[src/rtl/prog_sequencer.sv]
// prog_sequencer: launches one of three core programs per host request,
// supervises the run with a watchdog and reports completion.
module prog_sequencer #(
    parameter int PC_W     = 10,
    parameter int P1_START = 0,
    parameter int P2_START = 256,
    parameter int P3_START = 512,
    parameter int TIMEOUT  = 4096
) (
    input  logic            clk,
    input  logic            reset,
    input  logic            req,
    input  logic            halt,
    output logic            pc_load,
    output logic [PC_W-1:0] pc_start,
    output logic            run,
    output logic [1:0]      prog_id,
    output logic            ack,
    output logic            timeout
);

    typedef enum logic [1:0] {
        S_IDLE,
        S_LOAD,
        S_RUN,
        S_DONE
    } state_t;

    localparam logic [15:0] TO_LAST = 16'(TIMEOUT - 1);

    state_t          r_state;
    state_t          w_state_nx;
    logic            r_req_d;
    logic            r_armed;
    logic [15:0]     r_cnt;
    logic [15:0]     w_cnt_nx;
    logic            r_pc_load;
    logic            w_pc_load_nx;
    logic            r_run;
    logic            w_run_nx;
    logic            r_ack;
    logic            w_ack_nx;
    logic            r_timeout;
    logic            w_timeout_nx;
    logic [1:0]      r_prog_id;
    logic [1:0]      w_prog_id_nx;
    logic [PC_W-1:0] r_pc_start;
    logic [PC_W-1:0] w_pc_start_nx;

    logic            w_req_rise;
    logic [1:0]      w_id_inc;
    logic [PC_W-1:0] w_start_sel;

    // The armed flag blocks a request whose level was already high when
    // reset released: req must be seen low after reset before a rise counts.
    assign w_req_rise = req & ~r_req_d & r_armed;
    assign w_id_inc   = (r_prog_id == 2'd3) ? 2'd1 : r_prog_id + 2'd1;

    // Start address of the program that the next request would launch.
    always_comb begin
        w_start_sel = PC_W'(P3_START);
        unique case (1'b1)
            (w_id_inc == 2'd1): w_start_sel = PC_W'(P1_START);
            (w_id_inc == 2'd2): w_start_sel = PC_W'(P2_START);
            default:            w_start_sel = PC_W'(P3_START);
        endcase
    end

    // Next state and next registered output values.
    always_comb begin
        w_state_nx    = r_state;
        w_cnt_nx      = r_cnt;
        w_pc_load_nx  = 1'b0;
        w_run_nx      = r_run;
        w_ack_nx      = r_ack;
        w_timeout_nx  = r_timeout;
        w_prog_id_nx  = r_prog_id;
        w_pc_start_nx = r_pc_start;
        case (r_state)
            S_IDLE, S_DONE: begin
                if (w_req_rise) begin
                    w_state_nx    = S_LOAD;
                    w_pc_load_nx  = 1'b1;
                    w_prog_id_nx  = w_id_inc;
                    w_pc_start_nx = w_start_sel;
                    w_ack_nx      = 1'b0;
                    w_timeout_nx  = 1'b0;
                end
            end
            S_LOAD: begin
                w_state_nx = S_RUN;
                w_run_nx   = 1'b1;
                w_cnt_nx   = 16'd0;
            end
            S_RUN: begin
                if (halt) begin
                    w_state_nx   = S_DONE;
                    w_run_nx     = 1'b0;
                    w_ack_nx     = 1'b1;
                    w_timeout_nx = 1'b0;
                end else if (r_cnt == TO_LAST) begin
                    w_state_nx   = S_DONE;
                    w_run_nx     = 1'b0;
                    w_ack_nx     = 1'b1;
                    w_timeout_nx = 1'b1;
                end else begin
                    w_cnt_nx = r_cnt + 16'd1;
                end
            end
            default: begin
                w_state_nx = S_IDLE;
                w_run_nx   = 1'b0;
            end
        endcase
    end

    // State, watchdog and output registers.
    always_ff @(posedge clk or posedge reset) begin
        if (reset) begin
            r_state    <= S_IDLE;
            r_req_d    <= 1'b0;
            r_armed    <= 1'b0;
            r_cnt      <= 16'd0;
            r_pc_load  <= 1'b0;
            r_run      <= 1'b0;
            r_ack      <= 1'b0;
            r_timeout  <= 1'b0;
            r_prog_id  <= 2'd0;
            r_pc_start <= '0;
        end else begin
            r_state    <= w_state_nx;
            r_req_d    <= req;
            r_armed    <= r_armed | ~req;
            r_cnt      <= w_cnt_nx;
            r_pc_load  <= w_pc_load_nx;
            r_run      <= w_run_nx;
            r_ack      <= w_ack_nx;
            r_timeout  <= w_timeout_nx;
            r_prog_id  <= w_prog_id_nx;
            r_pc_start <= w_pc_start_nx;
        end
    end

    assign pc_load  = r_pc_load;
    assign pc_start = r_pc_start;
    assign run      = r_run;
    assign prog_id  = r_prog_id;
    assign ack      = r_ack;
    assign timeout  = r_timeout;

endmodule
[config.mk]
export PLATFORM = sky130hd
export DESIGN_NAME = prog_sequencer
export DESIGN_NICKNAME = d
export VERILOG_FILES = /design/src/rtl/prog_sequencer.sv
export SDC_FILE = /design/constraint.sdc
export NUM_CORES = 1
export LEC_CHECK = 0
export CORE_ASPECT_RATIO = 1.75
export CORE_MARGIN = 5
export CORE_UTILIZATION = 30
export DETAILED_ROUTE_END_ITERATION = 8
export PLACE_DENSITY = 0.54
export SLEW_MARGIN = 40
export SYNTH_ARGS = -nofsm -noshare
export SYNTH_HDL_FRONTEND = slang
export SYNTH_SLANG_ARGS = --single-unit
[constraint.sdc]
create_clock -name clk -period 2.47 [get_ports clk]
set_clock_uncertainty 0.05 [all_clocks]
set_input_delay 0.494 -clock clk [delete_from_list [all_inputs] [get_ports clk]]
set_output_delay 0.494 -clock clk [all_outputs]
set_load 0.01 [all_outputs]
==> impl_metrics.ini <==
[sta]
setup_viol = 0
tightest_slew_ps = 656
slew_headroom_pct = 55.9
fin_tns_setup_ps = 0
fmax_ghz = 0.451
timing.final.crit_share_pct = 89.8
period_needed_ps = 2220
hold_viol_final = 0
drv_slew = 0
rsz0062_at_grt = false

[routing]
drtAntennaViolNets = 0
route.detailed.drc = 0
drt_pass1_iterations = 4
viasPerCell = 5.26
routedWlPerCell_um = 14.4
routed_wl_um = 3940
num_vias = 1441
drt_iter0_markers = 67

[clocking]
htreeDepth = 1
clockBufferDepth = 2
cts_tree = yes
cts_resized = 0
clkTransAtPathRegs_ps = 100
cts_setup_buffers = 0
insertion_delay_ps = 280
hold_buffers = 0
cts-buffers-inserted = 3
cts-root-buf = clkbuf_8
numClockSinks = 28

[setup_path]
cpMaxStageDelayCell = or4_4
critPathLaunchType = flip-flop
worst-path-buf-inv = 1
path_class = reg2reg
r2r_slack_ps = 250
rr_worst_depth = 5
endpoint = r_state[1]$_DFFE_PP0P_
end_kind = flip-flop
cp.arrival_ps = 2340
crit_chain = or4_4 -> o41ai_4 -> buf_4 -> nand2_1 -> a22o_1
cp_num_cells = 5
crit_start = r_cnt[12]$_DFFE_PP0P_
cp_top_family = compound AO/OA/AOI/OAI gates
reg2reg_to = r_state[1]$_DFFE_PP0P_
cp.required_ps = 2600
r2r-start = r_cnt[12]$_DFFE_PP0P_
slowest_delay_ps = 570
cp_max_fo = 7

[power_and_ir_drop]
vdd_drop_max_v = 0.000459
powerDensity_mw_per_mm2 = 769
power.total_w = 0.00152
cellLeakagePower_nw = 0.824

[synth]
syn_area_mm2 = 0.00174
ys.flop_type = dfrtp_1
postSynthCellCount = 189
syn_area_per_cell_um2 = 9.22
synthTopCellsByCount = dfrtp_1, nand3_1, nand2_1
ys_top_cells_by_area = dfrtp_1, nand3_1, ha_1, o311ai_0, buf_4
yosysMostFrequentCell = dfrtp_1
ys_ff_latch = 28
synthArstFlopShare_pct = 100
synth_cell_type_count = 41
synth_edf_count = 0
synth_top_area_cell = dfrtp_1
ys_seq_area_share_pct = 40.2
synth_warnings = 0
yosys.area.top_type_share_pct = 40.2

[cells_and_area]
num_antenna_cells = 0
stdcell_count = 274
area_delta_synth_final_pct = 13.4
finish.utilization_pct = 35.1
layout-drive-gt1-share_pct = 7.58
finalNetCount = 210

[global_routing]
globalRouteMet3Util_pct = 1.72
use_met1_pct = 13.4
grt_pass1_vias = 1438
groute.usage.overall_pct = 11.8
grt_pass1_wl_um = 6810
globalRouteOverflowTotal = 0
antenna_found_initial = 0
grt.busiest_layer = met2
use_met2_pct = 19.9
grt_start_max_net_pins = 45

[worst_hold_path]
holdPathStages = 1
hold_class = reg2reg

[floorplanning]
die_w_um = 67.6
core_mm2 = 0.00563
io_pins = 20
initial_core_util_pct = 30.9
design.die.area_mm2 = 0.00749
die_h_um = 111
rows = 36

[placed_design]
hpwl_um = 2840
io_buffers = 11
gp_congestion = 0.829
dp_cells = 270

[run]
maxCapViolCount = 0

[run_status]
status = complete, no violations
[worst min path at each step]
stage                              endpoint         startpoint  slack, ps
after floorplan           r_armed$_DFF_PP0_  r_armed$_DFF_PP0_        390
after global placement    r_armed$_DFF_PP0_  r_armed$_DFF_PP0_        400
after detailed placement  r_armed$_DFF_PP0_  r_armed$_DFF_PP0_        400
after CTS                 r_armed$_DFF_PP0_  r_armed$_DFF_PP0_        430
after global routing      r_armed$_DFF_PP0_  r_armed$_DFF_PP0_        470
final                     r_armed$_DFF_PP0_  r_armed$_DFF_PP0_        420
[cell families (layout without fill, tap and decap cells)]
kind of cell,count (synthesis),after routing,synth area share [%]
mux,4,4,2.44
buf+inv,31,33,8.48
compound gates,41,41,18.1
fa+ha+maj,7,7,5.03
flops,28,28,40.2
other cells,1,8,0.215
simple gates,77,77,25.5
[flip-flops by register name, summed over array words and instances (netlist names)]
| register | count |
|---|---|
| r_cnt | 16 |
| pc_start | 2 |
| prog_id | 2 |
| r_state | 2 |
| ack | 1 |
| pc_load | 1 |
| r_armed | 1 |
| r_req_d | 1 |
| run | 1 |
| timeout | 1 |
[through the flow]
step / worst slack, ps / cell area, um2 / hold slack, ps
floorplan: 441 / 1770 / 385
global placement: 323 / 1920 / 402
detailed placement: 273 / 1920 / 403
CTS: 261 / 1970 / 430
global route: 130 / 1970 / 465
finish: 252 / 1970 / 423
[metal layers]
metal  up-vias  part of all wire, %
met4         0                  3.1
met2        26                   53
met3         9                  3.0
met5         -                    0
met1       695                   40
li1        711                    -
[report_power, final]
| part | total [W] | switching (W) | internal, W |
|---|---|---|---|
| registers | 0.000618 | 0.0000729 | 0.000545 |
| logic | 0.000609 | 0.000348 | 0.000261 |
| clock network | 0.000292 | 0.000149 | 0.000143 |
| total | 0.00152 | 0.000570 | 0.000948 |
[area by class of cell]
type                       instances  area [um2]
sequential                        28         701
inverter                          11        41.3
multi-input combinational        137         920
fill                             597        3660
timing repair buffer              18         163
clock buffer                       4        55.1
tap                               76        95.1
[placed cells by master, fill, tap and decap left out, types with 3 or more instances in the layout]
cell type	instances
and4_1	3
ha_1	7
nor2_1	4
nand2b_1	7
clkdlybuf4s50_1	11
a31oi_1	6
conb_1	8
nand4_1	5
clkbuf_8	4
nand3_1	20
inv_1	11
nand2_1	13
dfrtp_1	28
o311ai_0	9
nor3b_1	6
nor4_1	3
or4_1	3
a21oi_1	5
o21ai_0	8
buf_4	7
o211ai_1	3
(Power assumes the default switching activity.)
==> patch: new RTL, same flow settings <==
The parameter `PC_W` goes from 10 to 11.
--- a/src/rtl/prog_sequencer.sv
+++ b/src/rtl/prog_sequencer.sv
@@ -3,3 +3,3 @@
 module prog_sequencer #(
-    parameter int PC_W     = 10,
+    parameter int PC_W     = 11,
     parameter int P1_START = 0,
Interface: changed (resized pc_start); port bits go from 20 to 21. No check against the original RTL was run, so the function may have changed too.
==> patch against the unedited design <==
- worst setup slack gained 0.073 ns
- maximum frequency rose by 3.4%
- cell area grew 1.0%
- sequential power barely moved
- power grew 6.4%
- synthesized cell count increased by 0.53%
- wire length grew 4.8%
- sequential cell count stayed put
- synthesized area grew 0.43%
- hold slack gained 0.0073 ns
- critical endpoint unchanged
- largest cell class unchanged
- highest routed layer unchanged
==> patch: results (changes against the unedited design) <==
largest net degree at the start of global routing 43 (was 45); M1 wire length 1690 um (was 1590 um); Clk pwr share 0.233 (was 0.192); Port Buf Inserts 11 (unchanged); DR vias 1,479 (was 1,441); outcome finished, final reports clean (unchanged); Layout clock area frac 0.0358 (was 0.0279); comb_multi_in 138 (was 137); fin nets 211 (was 210); Detailed Place HPWL 2930 um (was 2840 um); sequential area share after synthesis 0.401 (was 0.402); placed inst area 1920 sq um (about the same); die width 67.7 um (was 67.6 um); complex-gate fraction of the synthesized area 0.180 (was 0.181); post-layout power 0.00162 W (was 0.00152 W); PD cells 810 nW/um^2 (was 769 nW/um^2); layout cells sized above 1 0.0754 (was 0.0758); Non-clock buffering overhead 0.0816 (was 0.0824); Min Hold Slack 0.430 ns (was 0.423 ns); GR Util met3 0.0122 (was 0.0172); M1 GR Usage 0.146 (was 0.134); sequential share of cell area 0.351 (was 0.355); peak supply drop 552 uV (was 459 uV); gr usage total 0.120 (was 0.118); placed cells 271 (was 270); mux share of post-synthesis cell area 0.0243 (was 0.0244); NetSw 0.000592 W (was 0.000570 W); Yosys top cell area share 0.401 (was 0.402); Synth area leaders dfrtp_1, nand3_1, ha_1 (unchanged); fin cells 275 (was 274); area taken by multi-input logic gates 923 sq um (was 920 sq um); Non-clk invs 11 (unchanged); worst reg2reg setup slack 0.33 ns (was 0.25 ns); iteration-0 DRC count of the detailed router 35 (was 67); Leakage 0.834 nW (was 0.824 nW); gpl congestion 0.812 (was 0.829); Synth Area in Adders 0.0501 (was 0.0503); worst-path fanout max 8 (was 7); GR Layer Usage met2 0.204 (was 0.199); Non-CTS buffers 18 (unchanged); first-pass GRT wire length 6890 um (was 6810 um); DR WL met2 2250 um (was 2110 um); Filler Cells Inserted 599 (was 597); Slew headroom 0.523 (was 0.559); crit path DAT 2.28 ns (was 2.34 ns); Post-Route WL 4130 um (was 3940 um); number of global-route vias before repair 1,395 (was 1,438); syn avg cell area 9.21 sq um (was 9.22 sq um); Post-Place Setup Slack 0.343 ns (was 0.273 ns)
-- patch: cell count changes in the layout (fill, tap and decap cells not counted), sizes merged --
cell    change
bufinv      +1
clkbuf      -1
conb        +1
-- patch: worst max path at each step --
stage / startpoint / end / slack [ns] / cells after the start
after global placement: r_cnt[12]$_DFFE_PP0P_ / r_state[1]$_DFFE_PP0P_ / 0.39 / 5
after floorplan: r_state[0]$_DFFE_PP0P_ / r_cnt[13]$_DFFE_PP0P_ / 0.44 / 7
final: r_cnt[12]$_DFFE_PP0P_ / r_state[1]$_DFFE_PP0P_ / 0.33 / 5
after detailed placement: r_cnt[12]$_DFFE_PP0P_ / r_state[1]$_DFFE_PP0P_ / 0.34 / 5
after CTS: r_cnt[12]$_DFFE_PP0P_ / r_state[1]$_DFFE_PP0P_ / 0.32 / 5
after global routing: r_cnt[12]$_DFFE_PP0P_ / r_state[1]$_DFFE_PP0P_ / 0.21 / 5
